File: src/rtl/m1_pkg.sv
// Shared encoder definitions: SRAM map, FSM states, pixel types and BT.601 fixed-point helpers.
package m1_pkg;

    localparam logic [17:0] RGB_BASE     = 18'd146944;
    localparam logic [17:0] Y_BASE       = 18'd0;
    localparam logic [17:0] U_BASE       = 18'd38400;
    localparam logic [17:0] V_BASE       = 18'd57600;
    localparam int          FRAME_GROUPS = 19200;
    localparam int          GRP_W        = 15;

    localparam logic signed [17:0] C_YR =  18'sd16829;
    localparam logic signed [17:0] C_YG =  18'sd33039;
    localparam logic signed [17:0] C_YB =  18'sd6416;
    localparam logic signed [17:0] C_UR = -18'sd9714;
    localparam logic signed [17:0] C_UG = -18'sd19070;
    localparam logic signed [17:0] C_UB =  18'sd28784;
    localparam logic signed [17:0] C_VR =  18'sd28784;
    localparam logic signed [17:0] C_VG = -18'sd24103;
    localparam logic signed [17:0] C_VB = -18'sd4681;

    typedef enum logic [3:0] {
        IDLE, G0, G1, G2, G3, G4, G5, G6, G7, G8, G9, G10, G11
    } enc_state_t;

    typedef struct packed {
        logic [7:0] r;
        logic [7:0] g;
        logic [7:0] b;
    } rgb_t;

    typedef struct packed {
        logic [7:0] y;
        logic [7:0] u;
        logic [7:0] v;
    } yuv_t;

    // offset + round(c . rgb) >>> 16, clipped to one byte
    function automatic logic [7:0] csc_term(input logic signed [31:0] offset,
                                            input logic signed [17:0] c_r,
                                            input logic signed [17:0] c_g,
                                            input logic signed [17:0] c_b,
                                            input rgb_t p);
        logic signed [31:0] acc;
        logic [7:0]         res;
        acc = 32'(c_r) * $signed({24'd0, p.r})
            + 32'(c_g) * $signed({24'd0, p.g})
            + 32'(c_b) * $signed({24'd0, p.b})
            + 32'sd32768;
        acc = offset + (acc >>> 16);
        if (acc < 32'sd0)        res = 8'd0;
        else if (acc > 32'sd255) res = 8'd255;
        else                     res = acc[7:0];
        return res;
    endfunction

    function automatic logic [7:0] avg2(input logic [7:0] a, input logic [7:0] b);
        return 8'(({1'b0, a} + {1'b0, b} + 9'd1) >> 1);
    endfunction

endpackage

File: src/rtl/rgb_to_yuv_encoder_if.sv
// Single-port SRAM bus owned by the encoder while a frame is being converted.
interface rgb_to_yuv_encoder_if;
    logic [17:0] SRAM_address;
    logic [15:0] SRAM_write_data;
    logic        SRAM_we_n;
    logic [15:0] SRAM_read_data;

    modport master (output SRAM_address, output SRAM_write_data, output SRAM_we_n,
                    input  SRAM_read_data);
    modport slave  (input  SRAM_address, input  SRAM_write_data, input  SRAM_we_n,
                    output SRAM_read_data);
endinterface

File: src/rtl/rgb_to_yuv_csc.sv
// BT.601 colour-space converter: one pixel per cycle, registered YUV one cycle later.
module rgb_to_yuv_csc
    import m1_pkg::*;
(
    input  logic clk,
    input  logic rst,
    input  logic in_valid,
    input  rgb_t pix,
    output yuv_t yuv
);

    always_ff @(posedge clk) begin
        if (rst) begin
            yuv <= '0;
        end else if (in_valid) begin
            yuv.y <= csc_term(32'sd16,  C_YR, C_YG, C_YB, pix);
            yuv.u <= csc_term(32'sd128, C_UR, C_UG, C_UB, pix);
            yuv.v <= csc_term(32'sd128, C_VR, C_VG, C_VB, pix);
        end
    end

endmodule

File: src/rtl/rgb_to_yuv_encoder.sv
// Frame encoder: streams 4-pixel RGB groups from SRAM, converts, decimates chroma, writes Y/U/V back.
//   state    | meaning
//   IDLE     | waiting for enc_start
//   G0..G5   | read RGB words w0..w5
//   G6, G9   | write Y word for pixels 0/1, 2/3
//   G7, G8   | bus idle, pixels 2/3 enter the converter
//   G10, G11 | write U word, write V word, then next group or done
module rgb_to_yuv_encoder
    import m1_pkg::*;
#(
    parameter int GROUPS = FRAME_GROUPS
) (
    input  logic                 CLOCK_50_I,
    input  logic                 Reset,
    input  logic                 enc_start,
    output logic                 enc_done,
    rgb_to_yuv_encoder_if.master sram
);

    enc_state_t       state;
    logic [17:0]      rgb_ptr, y_ptr, u_ptr, v_ptr;
    logic [GRP_W-1:0] grp_left;
    rgb_t             pix [4];
    logic [7:0]       y_hold, u_hold, v_hold, u_a, v_a, u_b, v_b;
    logic             csc_valid;
    rgb_t             csc_in;
    yuv_t             csc_out;
    logic [15:0]      rd;

    assign rd = sram.SRAM_read_data;

    always_comb begin
        csc_valid = 1'b0;
        csc_in    = pix[0];
        case (state)
            G4:      begin csc_valid = 1'b1; csc_in = pix[0]; end
            G5:      begin csc_valid = 1'b1; csc_in = pix[1]; end
            G7:      begin csc_valid = 1'b1; csc_in = pix[2]; end
            G8:      begin csc_valid = 1'b1; csc_in = pix[3]; end
            default: ;
        endcase
    end

    rgb_to_yuv_csc u_csc (
        .clk      (CLOCK_50_I),
        .rst      (Reset),
        .in_valid (csc_valid),
        .pix      (csc_in),
        .yuv      (csc_out)
    );

    always_ff @(posedge CLOCK_50_I) begin
        if (Reset) begin
            state                <= IDLE;
            enc_done             <= 1'b0;
            sram.SRAM_address    <= '0;
            sram.SRAM_write_data <= '0;
            sram.SRAM_we_n       <= 1'b1;
            rgb_ptr              <= RGB_BASE;
            y_ptr                <= Y_BASE;
            u_ptr                <= U_BASE;
            v_ptr                <= V_BASE;
            grp_left             <= '0;
            pix                  <= '{default: '0};
            {y_hold, u_hold, v_hold, u_a, v_a, u_b, v_b} <= '0;
        end else begin
            enc_done       <= 1'b0;
            sram.SRAM_we_n <= 1'b1;

            // Reads: the word addressed in Gk is on the bus during Gk+2
            if (state inside {G0, G1, G2, G3, G4, G5}) begin
                sram.SRAM_address <= rgb_ptr;
                rgb_ptr           <= rgb_ptr + 18'd1;
            end

            case (state)
                IDLE: begin
                    if (enc_start) begin
                        rgb_ptr  <= RGB_BASE;
                        y_ptr    <= Y_BASE;
                        u_ptr    <= U_BASE;
                        v_ptr    <= V_BASE;
                        grp_left <= GRP_W'(GROUPS - 1);
                        state    <= G0;
                    end
                end
                G2: begin pix[0].r <= rd[15:8]; pix[0].g <= rd[7:0]; end
                G3: begin pix[0].b <= rd[15:8]; pix[1].r <= rd[7:0]; end
                G4: begin pix[1].g <= rd[15:8]; pix[1].b <= rd[7:0]; end
                G5: begin
                    pix[2].r <= rd[15:8];
                    pix[2].g <= rd[7:0];
                    {y_hold, u_hold, v_hold} <= csc_out;
                end
                G6: begin
                    pix[2].b             <= rd[15:8];
                    pix[3].r             <= rd[7:0];
                    sram.SRAM_address    <= y_ptr;
                    sram.SRAM_write_data <= {y_hold, csc_out.y};
                    sram.SRAM_we_n       <= 1'b0;
                    y_ptr                <= y_ptr + 18'd1;
                    u_a                  <= avg2(u_hold, csc_out.u);
                    v_a                  <= avg2(v_hold, csc_out.v);
                end
                G7: begin pix[3].g <= rd[15:8]; pix[3].b <= rd[7:0]; end
                G8: {y_hold, u_hold, v_hold} <= csc_out;
                G9: begin
                    sram.SRAM_address    <= y_ptr;
                    sram.SRAM_write_data <= {y_hold, csc_out.y};
                    sram.SRAM_we_n       <= 1'b0;
                    y_ptr                <= y_ptr + 18'd1;
                    u_b                  <= avg2(u_hold, csc_out.u);
                    v_b                  <= avg2(v_hold, csc_out.v);
                end
                G10: begin
                    sram.SRAM_address    <= u_ptr;
                    sram.SRAM_write_data <= {u_a, u_b};
                    sram.SRAM_we_n       <= 1'b0;
                    u_ptr                <= u_ptr + 18'd1;
                end
                G11: begin
                    sram.SRAM_address    <= v_ptr;
                    sram.SRAM_write_data <= {v_a, v_b};
                    sram.SRAM_we_n       <= 1'b0;
                    v_ptr                <= v_ptr + 18'd1;
                end
                default: ;
            endcase

            if (state == G11) begin
                if (grp_left != '0) begin
                    grp_left <= grp_left - 1'b1;
                    state    <= G0;
                end else begin
                    enc_done <= 1'b1;
                    state    <= IDLE;
                end
            end else if (state != IDLE) begin
                state <= enc_state_t'(state + 4'd1);
            end
        end
    end

endmodule

File: src/flat_wrapper.sv
// flat-port wrapper written by rule: the top's interface ports become plain ports
module rgb_to_yuv_encoder_flat import m1_pkg::*;
#(
    parameter int GROUPS = FRAME_GROUPS
)
  (CLOCK_50_I, Reset, enc_start, enc_done, sram_SRAM_address, sram_SRAM_write_data, sram_SRAM_we_n, sram_SRAM_read_data);
  rgb_to_yuv_encoder_if sram_i ();
  input  logic CLOCK_50_I;
  input  logic Reset;
  input  logic enc_start;
  output logic enc_done;
  output wire logic [$bits(sram_i.SRAM_address)-1:0] sram_SRAM_address;
  output wire logic [$bits(sram_i.SRAM_write_data)-1:0] sram_SRAM_write_data;
  output wire logic [$bits(sram_i.SRAM_we_n)-1:0] sram_SRAM_we_n;
  input wire logic [$bits(sram_i.SRAM_read_data)-1:0] sram_SRAM_read_data;
  assign sram_SRAM_address = sram_i.SRAM_address;
  assign sram_SRAM_write_data = sram_i.SRAM_write_data;
  assign sram_SRAM_we_n = sram_i.SRAM_we_n;
  assign sram_i.SRAM_read_data = sram_SRAM_read_data;
  rgb_to_yuv_encoder #(.GROUPS(GROUPS)) u_core (.CLOCK_50_I(CLOCK_50_I), .Reset(Reset), .enc_start(enc_start), .enc_done(enc_done), .sram(sram_i));
endmodule
File: config.mk
export PLATFORM = sky130hd
export DESIGN_NAME = rgb_to_yuv_encoder_flat
export DESIGN_NICKNAME = d
export VERILOG_FILES = /design/src/rtl/m1_pkg.sv /design/src/rtl/rgb_to_yuv_encoder_if.sv /design/src/rtl/rgb_to_yuv_csc.sv /design/src/rtl/rgb_to_yuv_encoder.sv /design/src/flat_wrapper.sv
export SDC_FILE = /design/constraint.sdc
export NUM_CORES = 2
export LEC_CHECK = 0
export ABC_CLOCK_PERIOD_IN_PS = 14700
export BUFFER_PORTS_ARGS = -buffer_cell sky130_fd_sc_hd__clkbuf_2
export CORE_MARGIN = 4
export CORE_UTILIZATION = 40
export DETAILED_ROUTE_END_ITERATION = 6
export MAX_ROUTING_LAYER = met4
export PLACE_DENSITY = 0.57
export SLEW_MARGIN = 40
export SYNTH_ARGS = -nofsm -noshare
export SYNTH_HDL_FRONTEND = slang
export SYNTH_SLANG_ARGS = --single-unit
File: constraint.sdc
create_clock -name CLOCK_50_I -period 14.7 [get_ports CLOCK_50_I]
set_input_delay 2.205 -clock CLOCK_50_I [delete_from_list [all_inputs] [get_ports CLOCK_50_I]]
set_output_delay 2.205 -clock CLOCK_50_I [all_outputs]
set_load 0.01 [all_outputs]
### After elaboration in Yosys (flattened, before gate mapping)

Index checks and enable logic that the tools add are counted.
W data, S select, Z words.

| storage, ports and cells | value |
|---|---|
| input bits | 19 |
| register bits | 303 |
| output and inout port bits | 36 |
| word-level logic and storage cells | 134 |

| operators by class | value |
|---|---|
| $add $sub $neg | 22 |
| multipliers | 9 |
| equal/unequal tests | 13 |
| order comparisons | 6 |
| muxes and demuxes | 31 |
| bitwise operators | 1 |
| reductions and logical operators | 20 |

Operator list:

| kind | count |
|---|---|
| $mux W18 | 7 |
| $pmux W18 S2 | 3 |
| $add A18 B1 Y18 const B | 4 |
| $pmux W24 S3 | 1 |
| $mux W15 | 4 |
| $add A27 B17 Y28 const B | 2 |
| $pmux W18 S3 | 1 |
| $add A24 B25 Y26 | 2 |
| $mux W8 | 6 |
| $pmux W16 S3 | 1 |
| $mul A14 B9 Y23 const A | 2 |
| $mul A11 B8 Y19 const A | 2 |
| $add A32 B17 Y32 const B | 1 |
| $add A32 B22 Y32 | 1 |
| $add A32 B25 Y32 | 1 |
| $add A26 B23 Y27 | 1 |
| $add A26 B24 Y27 | 1 |
| $add A9 B12 Y13 const A | 2 |
| $gt A13 B9 Y1 const B | 2 |
| $lt A13 B1 Y1 const B | 2 |
| $mul A16 B9 Y25 const A | 1 |
| $mul A15 B9 Y24 const A | 1 |
| $mul A16 B8 Y24 const A | 1 |
| $mul A15 B8 Y23 const A | 1 |
| 25 further kinds | 52 |

### Depth between registers and ports, before layout

| depth | value |
|---|---|
| depth after elaboration | 10 |
| depth in mapped cells | 48 |
| gate-level depth less buffers | 46 |

### Hierarchy

A second synthesis with hierarchy kept.

| unflattened totals | value |
|---|---|
| cell total of the unflattened synthesis | 3,704 |
| area, all modules | 32,446.1 µm² |

By module, submodules not included:

| module | cells each | area an instance (µm²) | seq. area each (µm²) | instances |
|---|---|---|---|---|
| rgb_to_yuv_csc | 2,124 | 19,690.1 | 480.5 | 1 |
| rgb_to_yuv_encoder | 1,580 | 12,756.0 | 5,585.4 | 1 |

### Worst setup path after synthesis

OpenSTA, ideal clock, no wires.

| timing path | value |
|---|---|
| path type | reg2reg |
| from | register u_core.state[0] |
| to | register u_core.u_csc.yuv[7] (netlist bit) |
| arrival | 10.826 ns |
| stages on the path, launching flop included | 47 |
| slack | 3.752 ns |
| library setup time | 0.122 ns |
| data required time | 14.578 ns |
| buffers on the path | 2 |
| period minus slack after synthesis | 10.948 ns |
| cells stage by stage | dfxtp_1 inv_1 ha_1 clkbuf_1 inv_1 nor2_1 clkbuf_1 a222oi_1 nand2_1 o21a_1 ha_1 ha_1 inv_1 fa_1 inv_1 ha_1 fa_1 a21o_1 (+11 left out) fa_1 inv_1 fa_1 ha_1 ha_1 a21o_1 a21o_1 a21oi_1 o21ai_0 a311oi_4 o21bai_4 a21oi_1 xnor2_1 ha_1 or3_1 a211o_1 o31a_1 o311a_1 |

| between the ends | value |
|---|---|
| longest elaborated chain between the ends | 10 |
| elaborated cells between the ends (all ways) | 18 |
| those cells by class | add/sub (4); mul (3); order compare (2); eq/ne (4); mux (4); reduce/logical (1) |

Ends and longest elaborated chain:

| item | RTL line | RTL |
|---|---|---|
| from (decl) | rgb_to_yuv_encoder.sv:20 | `enc_state_t state;` |
| from (signal assigned) | rgb_to_yuv_encoder.sv:139 | `state <= enc_state_t'(state + 4'd1);` |
| $eq A4 B4 Y1 or $eq A4 B3 Y1 (tied branches) | rgb_to_yuv_encoder.sv:35 | `case (state)` |
| $pmux W24 S3 | rgb_to_yuv_encoder.sv:35 |  |
| $mul A16 B9 Y25 or $mul A11 B8 Y19 (tied branches) | m1_pkg.sv:46, m1_pkg.sv:45 |  |
| $add A24 B25 Y26 | m1_pkg.sv:46 | `+ 32'(c_g) * $signed({24'd0, p.g})` |
| $add A26 B23 Y27 | m1_pkg.sv:47 | `+ 32'(c_b) * $signed({24'd0, p.b})` |
| $add A27 B17 Y28 | m1_pkg.sv:48 | `+ 32'sd32768;` |
| $add A9 B12 Y13 | m1_pkg.sv:49 | `acc = offset + (acc >>> 16);` |
| $gt A13 B9 Y1 | m1_pkg.sv:51 | `else if (acc > 32'sd255) res = 8'd255;` |
| $mux W8 | m1_pkg.sv:51 |  |
| $mux W8 | m1_pkg.sv:50 | `if (acc < 32'sd0) res = 8'd0;` |
| to (decl) | rgb_to_yuv_csc.sv:9 | `output yuv_t yuv` |

Several ways; a longest one is shown, not always the timed one.
A chain may end at the register's enable or synchronous reset.

### Final worst setup path

Ends and elaborated chain as after synthesis.

==> results.txt <==
Cell row count: 103
Peak Freq: 0.0814 GHz
Core area: 0.0795 mm²
EDFF count, synth: 0
Multiplexer area fraction after synthesis: 0.186%
Worst r2r dst: u_core.u_csc.yuv[7]
Worst Setup Path Type: flip-flop to flip-flop
I/O pins: 55
Die area: 0.0854 mm²
Syn Inst Count: 3724
Layout cell share with drive strength beyond 1: 5.19%
Port Buf Inserts: 54
Arr. time, crit path: 12710 ps
Worst slew margin: 42.9%
Synth top area cells: ha_1 (20%), fa_1 (19%), dfxtp_1 (19%), inv_1 (6.8%), nand2_1 (5.4%)
Post-Synth Simple-Gate Area: 13.3%
Starting Density: 40.7%
Routed vias: 25099
Clock power frac: 21.6%
Initial antenna violation count: 2
Critical R2R Launch: u_core.state[0]
Reg-to-reg slack, setup: 2410 ps
Async SR Flop Fraction: 0%
Period minus WS final: 12290 ps
Yosys warning count: 0
Final period util: 83.6%
Mapped Nets: 4570
Total grt overflow: 0
Dpl cells: 4746
Flops & latches, synth: 303
Distinct cells, synth: 90
HPWL Detailed: 72.1 mm
Largest net degree at the start of global routing: 91
Resize count post-CTS: 0
# H-tree levels: 2
Pleak: 17.4 nW
Post-synthesis compound-gate area fraction: 15.3%
Worst-case reg-to-reg path depth: 41
Final setup fails: 0
CTS hold repair buffers: 0
Worst-case clock buffer depth: 3
Adder-cell share of the synthesized area: 39.3%
Initial drt markers: 1784
Avg Cell Area, Syn: 8.68 µm²
Largest family of logic cells by synthesized area: adder cells
CP Capture Point: u_core.u_csc.yuv[7]
Worst setup startpoint: u_core.state[0]
Hold Crit Class: flip-flop to flip-flop
Height of the chip: 292 µm
Clk slew on worst S/H paths: 60 ps
Critical Path Fanout Max: 18
# fillers: 7971
Drt first pass iters: 7
Final WS setup: 2410 ps
Sequential fraction of the synthesis area: 18.8%
Area occupied by multi-input gates: 0.0237 mm²
Nets: 4578
Clk_lat worst skew: 560 ps
CTS tree: done
Hold Fails Final Rpt: 0
Cts bufs inserted: 34
DRC violations left: 0
Fin Setup TNS: 0 ps
Gp weighted congestion: 0.917
Psw: 0.00179 W
Ys flop type: dfxtp_1
Area grow syn2layout: 7.86%
Setup Skew: 32.5 ps
RSZ-0062 raised after global routing: false
Number of global-route vias before repair: 24767
Combinational power share: 56.5%
Global Route Usage Sum: 21.3%
Worst Tran Pin Value: 848 ps
Flop pwr share: 21.9%
Synth top area share: 19.9%
Slew Limit Fails: 0
Worst slack at placement: 2400 ps
First-pass GRT wire length: 141 mm
Crit path largest cell delay: 710 ps
Status: completed
Slowest-stage cell, CP: and3b_1
Maxcap violations: 0
Sw frac: 44.8%
Power Dens Cells: 114 mW/mm²
Crit. End Element: flip-flop
FF/Latch Area: 0.00607 mm²
Die Span X: 292 µm
Antenna viol nets, final: 0
P_int: 0.00220 W
Post-CTS Setup Bufs: 0
Wirelength per Cell: 18.5 µm
Setup crit start kind: flip-flop
Maximum VDD drop: 105 µV
Top cell type by total area after synthesis: ha_1
Mapped Area: 0.0323 mm²
Clk sinks: 303
CTS Root Cell: clkbuf_16
Post-Synth XOR/XNOR Area: 4.95%
Worst path required time: 15120 ps
Total wire length: 88.9 mm
Vias per cell: 5.22
Cell Count, Final, Fillers Out: 4809
-- worst min-delay path by stage --
stage / cells past startpoint / end / slack (ps) / start
5_1_grt: 2 / u_core.pix[19] / 470 / u_core.pix[19]
6_report: 2 / u_core.y_hold[7] / 450 / u_core.y_hold[7]
4_1_cts: 2 / u_core.y_hold[7] / 450 / u_core.y_hold[7]
2_1_floorplan: 2 / u_core.y_hold[0] / 430 / u_core.y_hold[0]
3_3_place_gp: 2 / u_core.y_hold[3] / 440 / u_core.y_hold[3]
3_5_place_dp: 2 / u_core.y_hold[3] / 440 / u_core.y_hold[3]
-- stage by stage --
stage / cell area (µm²) / hold WS [ps] / total power, W / util, %
CTS: 34900 / 452 / 0.00404 / 43.8
global placement: 33700 / 436 / 0.00315 / 42.4
detailed placement: 33700 / 443 / 0.00314 / 42.4
finish: 34900 / 450 / 0.00399 / 43.9
floorplan: 32300 / 429 / 0.00255 / -
global route: 34900 / 471 / 0.00439 / 43.9
-- Yosys cell counts (all sizes together), types with 42 or more instances --
library cell  instances
nor3                 42
dfxtp               303
ha                  514
o21ai               101
a211oi               53
nor2                210
nand3                56
nand2               463
fa                  313
xnor2               118
a21oi               294
inv                 584
xor2                 64
clkbuf               96
-- state kept, by name, summed over array words and instances, names as in the netlist --
name / flops
u_core.enc_done: 1
u_core.grp_left: 15
u_core.pix: 96
u_core.rgb_ptr: 18
u_core.sram.SRAM_address: 18
u_core.sram.SRAM_we_n: 1
u_core.sram.SRAM_write_data: 16
u_core.state: 4
u_core.u_a: 8
u_core.u_b: 8
u_core.u_csc.yuv: 24
u_core.u_hold: 8
u_core.u_ptr: 18
u_core.v_a: 8
u_core.v_b: 8
u_core.v_hold: 8
u_core.v_ptr: 18
u_core.y_hold: 8
u_core.y_ptr: 18
-- power groups by stage --
stage          Clock (W)  Sequential (W)  Combinational (W)
2_1_floorplan          0        0.000888            0.00166
3_3_place_gp           0        0.000892            0.00225
3_5_place_dp           0        0.000893            0.00225
4_1_cts         0.000887        0.000874            0.00228
5_1_grt         0.000916        0.000878            0.00259
6_report        0.000863        0.000874            0.00225
-- routing by layer --
metal,vias to the layer above,global-route usage [%],part of all wire [%]
met4,0,5.67,2.9
li1,12492,-,-
met3,120,3.50,4.9
met5,-,-,0
met2,462,34.3,47
met1,12025,28.0,45
-- worst max-delay path, delay by kind of cell, from the launching register on --
kind | cells | cell delay [ps]
and+or+nand+nor | 4 | 1330
DFF | 1 | 350
AOI/OAI and AO/OA | 18 | 4210
adders and majority gates | 12 | 5000
buffers and inverters | 5 | 850
xor gates and xnor gates | 2 | 390
-- cell type report --
type | count | share of cell area (%)
Sequential cell | 303 | 17.4
Timing Repair Buffer | 85 | 1.49
Clock buffer | 51 | 2.79
Inverter | 585 | 6.30
Antenna cell | 2 | 0.0144
Multi-Input combinational cell | 2723 | 67.9
Tap cell | 1050 | 3.77
Clock inverter | 10 | 0.384
-- layout by cell type, fill, tap and decap left out, types with 20 or more instances in the layout --
cell type and instances:
clkbuf_2 53, o21ai_0 93, a22oi_1 28, inv_1 584, o21a_1 20, a21o_1 34, nor2_1 204, xnor2_1 116
buf_4 29, a222oi_1 29, nor3_1 40, or3_1 32, a21oi_1 292, xor2_1 63, a211oi_1 53, or2_2 20
nand2_1 462, o21bai_1 27, nand4_1 23, fa_1 313, dfxtp_1 303, nand3_1 56, clkbuf_16 34, and3_1 40
ha_1 514
-- logic make-up (layout without fill, tap and decap cells) --
kind of cell | count (synthesis) | after routing
XOR/XNOR | 182 | 182
adder cells (fa/ha/maj) | 828 | 828
buffers and inverters | 698 | 731
AND/OR/NAND/NOR | 963 | 963
other | 0 | 2
multiplexers | 6 | 6
AO/OA/AOI/OAI | 744 | 744
flip-flops | 303 | 303
(Power assumes the default switching activity.)
